File: src/rtl/encoder_rr_reg.sv
// Registered N-to-log2(N) request encoder with fixed-priority or round-robin selection,
// valid/ready on both sides, and zero / multiple-hot status flags.
module encoder_rr_reg #(
    parameter int N = 8,
    parameter int W = $clog2(N)
) (
    input  logic         clk,
    input  logic         rst_n,
    input  logic [N-1:0] req,
    input  logic         mode,
    input  logic         in_valid,
    output logic         in_ready,
    output logic [W-1:0] out_idx,
    output logic         out_zero,
    output logic         out_multi,
    output logic         out_valid,
    input  logic         out_ready
);

    logic [W-1:0] ptr;
    logic [N-1:0] above;
    logic [N-1:0] req_hi;
    logic [W-1:0] win_idx;
    logic [W-1:0] nxt_ptr;
    logic         req_zero;
    logic         req_multi;
    logic         accept;

    function automatic logic [W-1:0] lowest(input logic [N-1:0] v);
        lowest = '0;
        for (int i = N - 1; i >= 0; i--)
            if (v[i]) lowest = W'(i);
    endfunction

    // Round-robin searches the lines at or above ptr first, then wraps to the full vector.
    always_comb begin
        above = '0;
        for (int i = 0; i < N; i++)
            above[i] = (i >= int'(ptr));
        req_hi    = req & above;
        win_idx   = (mode && |req_hi) ? lowest(req_hi) : lowest(req);
        nxt_ptr   = (win_idx == W'(N - 1)) ? '0 : win_idx + W'(1);
        req_zero  = ~|req;
        req_multi = (req & (req - {{(N-1){1'b0}}, 1'b1})) != '0;
    end

    assign in_ready = !out_valid || out_ready;
    assign accept   = in_valid && in_ready;

    always_ff @(posedge clk or negedge rst_n) begin
        if (!rst_n) begin
            out_valid <= 1'b0;
            out_idx   <= '0;
            out_zero  <= 1'b0;
            out_multi <= 1'b0;
            ptr       <= '0;
        end else if (accept) begin
            out_valid <= 1'b1;
            out_idx   <= win_idx;
            out_zero  <= req_zero;
            out_multi <= req_multi;
            if (mode && !req_zero) ptr <= nxt_ptr;
        end else if (out_ready) begin
            out_valid <= 1'b0;
        end
    end

endmodule

File: config.mk
export PLATFORM = sky130hd
export DESIGN_NAME = encoder_rr_reg
export DESIGN_NICKNAME = d
export VERILOG_FILES = /design/src/rtl/encoder_rr_reg.sv
export SDC_FILE = /design/constraint.sdc
export NUM_CORES = 1
export LEC_CHECK = 0
export ABC_AREA = 1
export CAP_MARGIN = 20
export CORE_MARGIN = 10
export CORE_UTILIZATION = 50
export CTS_BUF_LIST = sky130_fd_sc_hd__clkbuf_4 sky130_fd_sc_hd__clkbuf_8 sky130_fd_sc_hd__clkbuf_16
export CTS_CLUSTER_SIZE = 24
export DETAILED_ROUTE_END_ITERATION = 8
export HOLD_SLACK_MARGIN = 0.12
export PLACE_DENSITY = 0.82
export SLEW_MARGIN = 0
export SYNTH_ARGS = -nofsm -noshare
export SYNTH_HDL_FRONTEND = slang
export SYNTH_SLANG_ARGS = --single-unit
File: constraint.sdc
create_clock -name clk -period 3 [get_ports clk]
set_input_delay 0.6 -clock clk [delete_from_list [all_inputs] [get_ports clk]]
set_output_delay 0.6 -clock clk [all_outputs]
set_load 0.005 [all_outputs]
==> impl_metrics.py, run 1 <==
metrics = {
    "timing": {
        "setup_viol": 0,
        "setup_tns_ps": 0,
        "worst_slack_ps": 689.5,
        "max_freq_ghz": 0.4328,
        "hold_viol_final": 0,
        "fin_crit_sh_pct": 77.02,
        "rsz0062_at_grt": "false",
        "fin_worst_skew_ps": 0.6230,
        "worstMarginPinSlew_ps": 390.8,
        "finalCriticalPeriod_ps": 2310,
        "relSlewSlack_pct": 73.87,
        "slew_violations": 0,
    },
    "hold_path": {
        "min_path_type": "flip-flop to flip-flop",
        "hold_end": "out_idx[1]$_DFFE_PN0P_",
        "min_from": "out_idx[1]$_DFFE_PN0P_",
        "holdPathStages": 2,
    },
    "critical_path": {
        "critPathKind": "input pin to output port",
        "start_kind": "input pin",
        "r2r-end": "ptr[2]$_DFFE_PN0P_",
        "cp-end-kind": "output port",
        "r2r_slack_ps": 1100,
        "rr_worst_depth": 12,
        "rr_startpoint": "ptr[1]$_DFFE_PN0P_",
        "cp-startpoint": "out_ready",
        "worstPathArrival_ps": 1710,
        "cp_max_fo": 3,
        "crit_required_ps": 2400,
    },
    "pwr": {
        "irDropWorstVdd_mv": 0.3998,
        "clockPowerShare_pct": 18.8,
        "pwr-share-seq_pct": 33.8,
        "switchingPower_mw": 0.2108,
        "leakage_nw": 0.4973,
        "swShare_pct": 39.81,
        "internal-power_mw": 0.3187,
        "comb_power_share_pct": 47.4,
        "powerDensity_nw_per_um2": 541.9,
    },
    "clocking": {
        "clkTransAtPathRegs_ps": 60,
        "clock-sinks": 9,
        "clock_path_buffers": 2,
        "cts_hold_buf": 0,
        "numCtsBuffers": 3,
        "cts_resized": 0,
        "htreeDepth": 1,
        "insertion_delay_ps": 260,
        "root_buffer": "clkbuf_4",
        "cts_setup_buffers": 0,
        "cts_tree": "built",
    },
    "yosys": {
        "synth_nets": 125,
        "synth_top_cell_by_area": "dfrtp_1",
        "synth_seq_cells": 9,
        "yosysUniqueCellTypes": 19,
        "netlist.area_leader.share_pct": 30.51,
        "yosysWarnings": 0,
        "synth.avg_cell_area_um2": 6.711,
        "synth.top_cells.by_area": "dfrtp_1, nand2_1, nand2_2, inv_1, nor2_1",
        "synthCells": 110,
        "syn_area_um2": 738.2,
        "ys_seq_area_share_pct": 30.51,
    },
    "routing": {
        "first_iter_violations": 29,
        "first_pass_iters": 5,
        "drc": 0,
        "post_drt_via_cell_ratio": 5.115,
        "drt-total-wl_um": 1867,
        "wire_per_inst_um": 12.61,
        "num_vias": 757,
        "ant_nets": 0,
    },
    "place": {
        "place_area_um2": 947.2,
        "hpwl_um": 1611,
        "gp_congestion": 0.8461,
        "port_buffers": 19,
        "pre_cts_slack_ps": 498.4,
    },
    "grt": {
        "grtUsageMet2_pct": 19.88,
        "antenna_found_initial": 0,
        "grt_pass1_wl_um": 3146,
        "grt_pass1_vias": 718,
        "met3_usage_pct": 4.721,
        "grt_max_degree": 10,
        "grtUsageTotal_pct": 11.41,
        "met1_usage_pct": 12.94,
        "top_usage_layer": "met2",
        "overflow": 0,
    },
    "floorplanning": {
        "core_area_um2": 1350,
        "pin_count": 20,
        "die-area_um2": 3413,
        "initial_core_util_pct": 54.68,
        "rows": 13,
        "die_h_um": 58.43,
        "die_w_um": 58.43,
    },
    "finish": {
        "layout_common_cells": "nand2_1, clkdlybuf4s50_1, inv_1, nor2_1",
        "mostFrequentLayoutCell": "nand2_1",
        "layout-drive-gt1-share_pct": 20.30,
        "final_util_pct": 72.38,
        "final_nets": 149,
        "antenna_cells": 0,
        "area_growth_pct": 32.37,
        "final_area_um2": 977.2,
    },
    "flow_run": {
        "max_cap_violations": 0,
    },
    "outcome": {
        "status": "complete, no violations",
    },
}
## critical path, cell delays in order
cell	delay, ps
clkdlybuf4s50_1	450
inv_1	30
nand2_1	100
clkdlybuf4s50_1	520
## Yosys cell counts, drive strengths merged
cell type  number
o22a            1
nand2          47
inv            13
ha              2
dfrtp           9
o22ai           1
o21ai           4
a21oi           4
nand3          12
nor2           15
a31oi           2
## per-stage QoR
| step | std cells | power (mW) | hold slack, ps |
|---|---|---|---|
| finish | 148 | 0.5295 | 484.8 |
| global route | 148 | 0.5714 | 521.7 |
| detailed placement | 144 | 0.4274 | 469.8 |
| CTS | 148 | 0.5294 | 485.3 |
| floorplan | 110 | 0.3352 | 304.4 |
| global placement | 144 | 0.4168 | 466.0 |
## routing by layer
metal | vias to the layer above | share of wire (%)
met1 | 338 | 44
li1 | 398 | -
met5 | - | 0
met3 | 2 | 5.6
met2 | 19 | 50
met4 | 0 | 0.32
## power by group through the flow
stage / sequential, mW / clock [mW] / combinational, mW
2_1_floorplan: 0.176 / 0 / 0.159
3_3_place_gp: 0.179 / 0 / 0.238
3_5_place_dp: 0.180 / 0 / 0.248
4_1_cts: 0.178 / 0.101 / 0.251
5_1_grt: 0.184 / 0.108 / 0.279
6_report: 0.179 / 0.0998 / 0.251
## state kept, by name (all words and copies together), names as in the netlist
| name | flops |
|---|---|
| out_zero | 1 |
| ptr | 3 |
| out_idx | 3 |
| out_multi | 1 |
| out_valid | 1 |
## cells by family (layout without fill, tap and decap cells)
family	count (synthesis)	count (layout)	synth area share, %
simple gates	74	74	48.47
flops	9	9	30.51
fa+ha+maj	2	2	3.389
compound gates	12	12	11.02
buf+inv	13	36	6.611
## worst max path at each step
stage / slack, ps / to
global route: 650 / ptr[2]$_DFFE_PN0P_
CTS: 690 / in_ready
detailed placement: 500 / ptr[2]$_DFFE_PN0P_
finish: 690 / in_ready
global placement: 560 / ptr[2]$_DFFE_PN0P_
floorplan: 1090 / ptr[2]$_DFFE_PN0P_
## cell type report
type | count | area (um^2)
clock buffer | 4 | 30.03
fill | 111 | 372.9
inverter | 13 | 48.80
multi-input combinational | 88 | 464.2
sequential | 9 | 225.2
tap | 15 | 18.77
timing repair buffer | 19 | 190.2
(Power assumes the default switching activity.)
==> run 2: changes to the inputs <==
Settings changed: CORE_UTILIZATION 50 to 42, PLACE_DENSITY 0.82 to 0.74.
Clock period 3 ns to 2 ns, I/O delays scaled along.
==> impl_metrics.py, run 2 (synthesis results as in run 1) <==
metrics = {
    "floorplanning": {
        "initial_core_util_pct": 43.70,
        "pin_count": 20,
        "die-area_um2": 3835,
        "die_h_um": 61.93,
        "rows": 15,
        "core_area_um2": 1689,
        "die_w_um": 61.93,
    },
    "routing": {
        "num_vias": 889,
        "drc": 0,
        "first_pass_iters": 4,
        "wire_per_inst_um": 13.11,
        "drt-total-wl_um": 2347,
        "post_drt_via_cell_ratio": 4.966,
        "ant_nets": 0,
        "first_iter_violations": 33,
    },
    "grt": {
        "grt_pass1_vias": 888,
        "grt_pass1_wl_um": 3622,
        "grtUsageTotal_pct": 12.43,
        "overflow": 0,
        "grt_max_degree": 10,
        "antenna_found_initial": 0,
    },
    "timing": {
        "slew_violations": 0,
        "fin_crit_sh_pct": 99.33,
        "worstMarginPinSlew_ps": 385.4,
        "hold_viol_final": 0,
        "setup_viol": 0,
        "worst_slack_ps": 13.39,
        "finalCriticalPeriod_ps": 1987,
        "max_freq_ghz": 0.5034,
        "fin_worst_skew_ps": 3.983,
        "relSlewSlack_pct": 74.23,
    },
    "finish": {
        "mostFrequentLayoutCell": "nand2_1",
        "layout-drive-gt1-share_pct": 37.04,
        "layout_common_cells": "nand2_1, buf_4, clkdlybuf4s50_1, inv_1, nor2_1",
        "seq_area_um2": 225.2,
        "final_nets": 178,
        "final_area_um2": 1237,
        "area_growth_pct": 67.63,
        "multi_input_area_um2": 499.2,
        "antenna_cells": 0,
        "fillers": 124,
        "top_regs": "out_idx x3, ptr x3",
        "final_util_pct": 73.26,
    },
    "pwr": {
        "internal-power_mw": 0.5851,
        "irDropWorstVdd_mv": 0.7214,
        "clockPowerShare_pct": 15.6,
        "pwr-share-seq_pct": 28.5,
        "leakage_nw": 0.6530,
        "powerDensity_nw_per_um2": 767.9,
        "swShare_pct": 38.42,
        "comb_power_share_pct": 55.9,
        "total_power_mw": 0.9502,
        "switchingPower_mw": 0.3650,
    },
    "critical_path": {
        "critPathKind": "input pin to flip-flop",
        "worstPathArrival_ps": 2120,
        "crit_required_ps": 2130,
        "cp_max_fo": 3,
        "start_kind": "input pin",
        "rr_startpoint": "ptr[2]$_DFFE_PN0P_",
        "cp-end-kind": "flip-flop",
        "cp-startpoint": "req[5]",
    },
    "clocking": {
        "insertion_delay_ps": 260,
        "clock_path_buffers": 2,
        "numCtsBuffers": 3,
        "cts_tree": "built",
        "clkTransAtPathRegs_ps": 60,
        "htreeDepth": 1,
        "root_buffer": "clkbuf_4",
        "clock-sinks": 9,
    },
    "hold_path": {
        "min_path_type": "input pin to async pin",
    },
    "place": {
        "pre_cts_slack_ps": -291.3,
        "port_buffers": 19,
        "hpwl_um": 1895,
        "gp_congestion": 0.8587,
        "place_area_um2": 1122,
    },
    "outcome": {
        "status": "complete, no violations",
    },
    "flow_run": {
        "max_cap_violations": 0,
    },
}
## run 2: cell count changes in the layout (fill, tap and decap cells not counted)
| cell | change |
|---|---|
| buf_4 | +29 |
| clkdlybuf4s50_1 | -2 |
| dlymetal6s2s_1 | +2 |
| ha_1 | -2 |
| ha_4 | +2 |
| nand2_1 | -1 |
| nand2_4 | +1 |
| nor2_1 | -1 |
| nor2_2 | +1 |
| o21ai_0 | -1 |
| o21ai_1 | +1 |
## run 2: final cells by class
| cell class | instances | area share, % |
|---|---|---|
| Tap cell | 17 | 1.719 |
| Sequential cell | 9 | 18.20 |
| Multi-Input combinational cell | 88 | 40.34 |
| Inverter | 13 | 3.943 |
| Timing Repair Buffer | 48 | 33.37 |
| Clock buffer | 4 | 2.427 |
## run 2: worst max-delay path, stage by stage
cell             delay, ps
clkdlybuf4s50_1        470
buf_4                  170
nor2_1                 140
nand2_1                 90
a21oi_1                170
nand2_1                100
o21ai_2                100
ha_4                   180
ha_4                   190
nor2_2                  70
a21oi_1                 40
## run 2: final timing paths
path                                                to  slack, ps  cells after the start
worst max-delay path                ptr[2]$_DFFE_PN0P_         10                     11
worst min-delay path             out_valid$_DFFE_PN0P_        430                      1
worst max register to register      ptr[2]$_DFFE_PN0P_        130                     13
worst min register to register  out_idx[1]$_DFFE_PN0P_        490                      2
max in group asynchronous           ptr[2]$_DFFE_PN0P_       1290                      1
min in group clk                out_idx[1]$_DFFE_PN0P_        490                      2
## run 2: per-layer routing
layer | GRT usage, % | routed length [um]
met5 | 0 | 0
met1 | 12.09 | 907
met3 | 4.268 | 122
met2 | 24.45 | 1302
met4 | 2.548 | 15
## run 2: power by group through the flow
stage,sequential [mW],combinational [mW],clock (mW)
detailed placement,0.272,0.439,0
floorplan,0.264,0.239,0
CTS,0.270,0.496,0.153
finish,0.270,0.531,0.148
global route,0.274,0.579,0.163
global placement,0.271,0.414,0
## run 2: metrics by stage
| step | TNS [ps] | cells | hold slack, ps |
|---|---|---|---|
| after floorplan | 0 | 110 | 104.4 |
| after global placement | -394.0 | 169 | 465.4 |
| after detailed placement | -607.0 | 169 | 472.6 |
| after CTS | 0 | 178 | 435.4 |
| after global routing | -4.340 | 179 | 452.4 |
| final | 0 | 179 | 428.4 |
## run 2: what timing repair did
item / CTS / global route
resized for setup: 2 / 7
gates cloned: 0 / 0
setup endpoints to repair: 1 / 2
hold buffers: 0 / 0
pin swaps: 5 / 5
setup buffers: 5 / 1
==> run 3: changes to the inputs <==
Settings changed: SKIP_LAST_GASP from default to 1.
==> results of run 3 <==
Same layout as run 2: the final DEF is identical, and so are final timing and power.
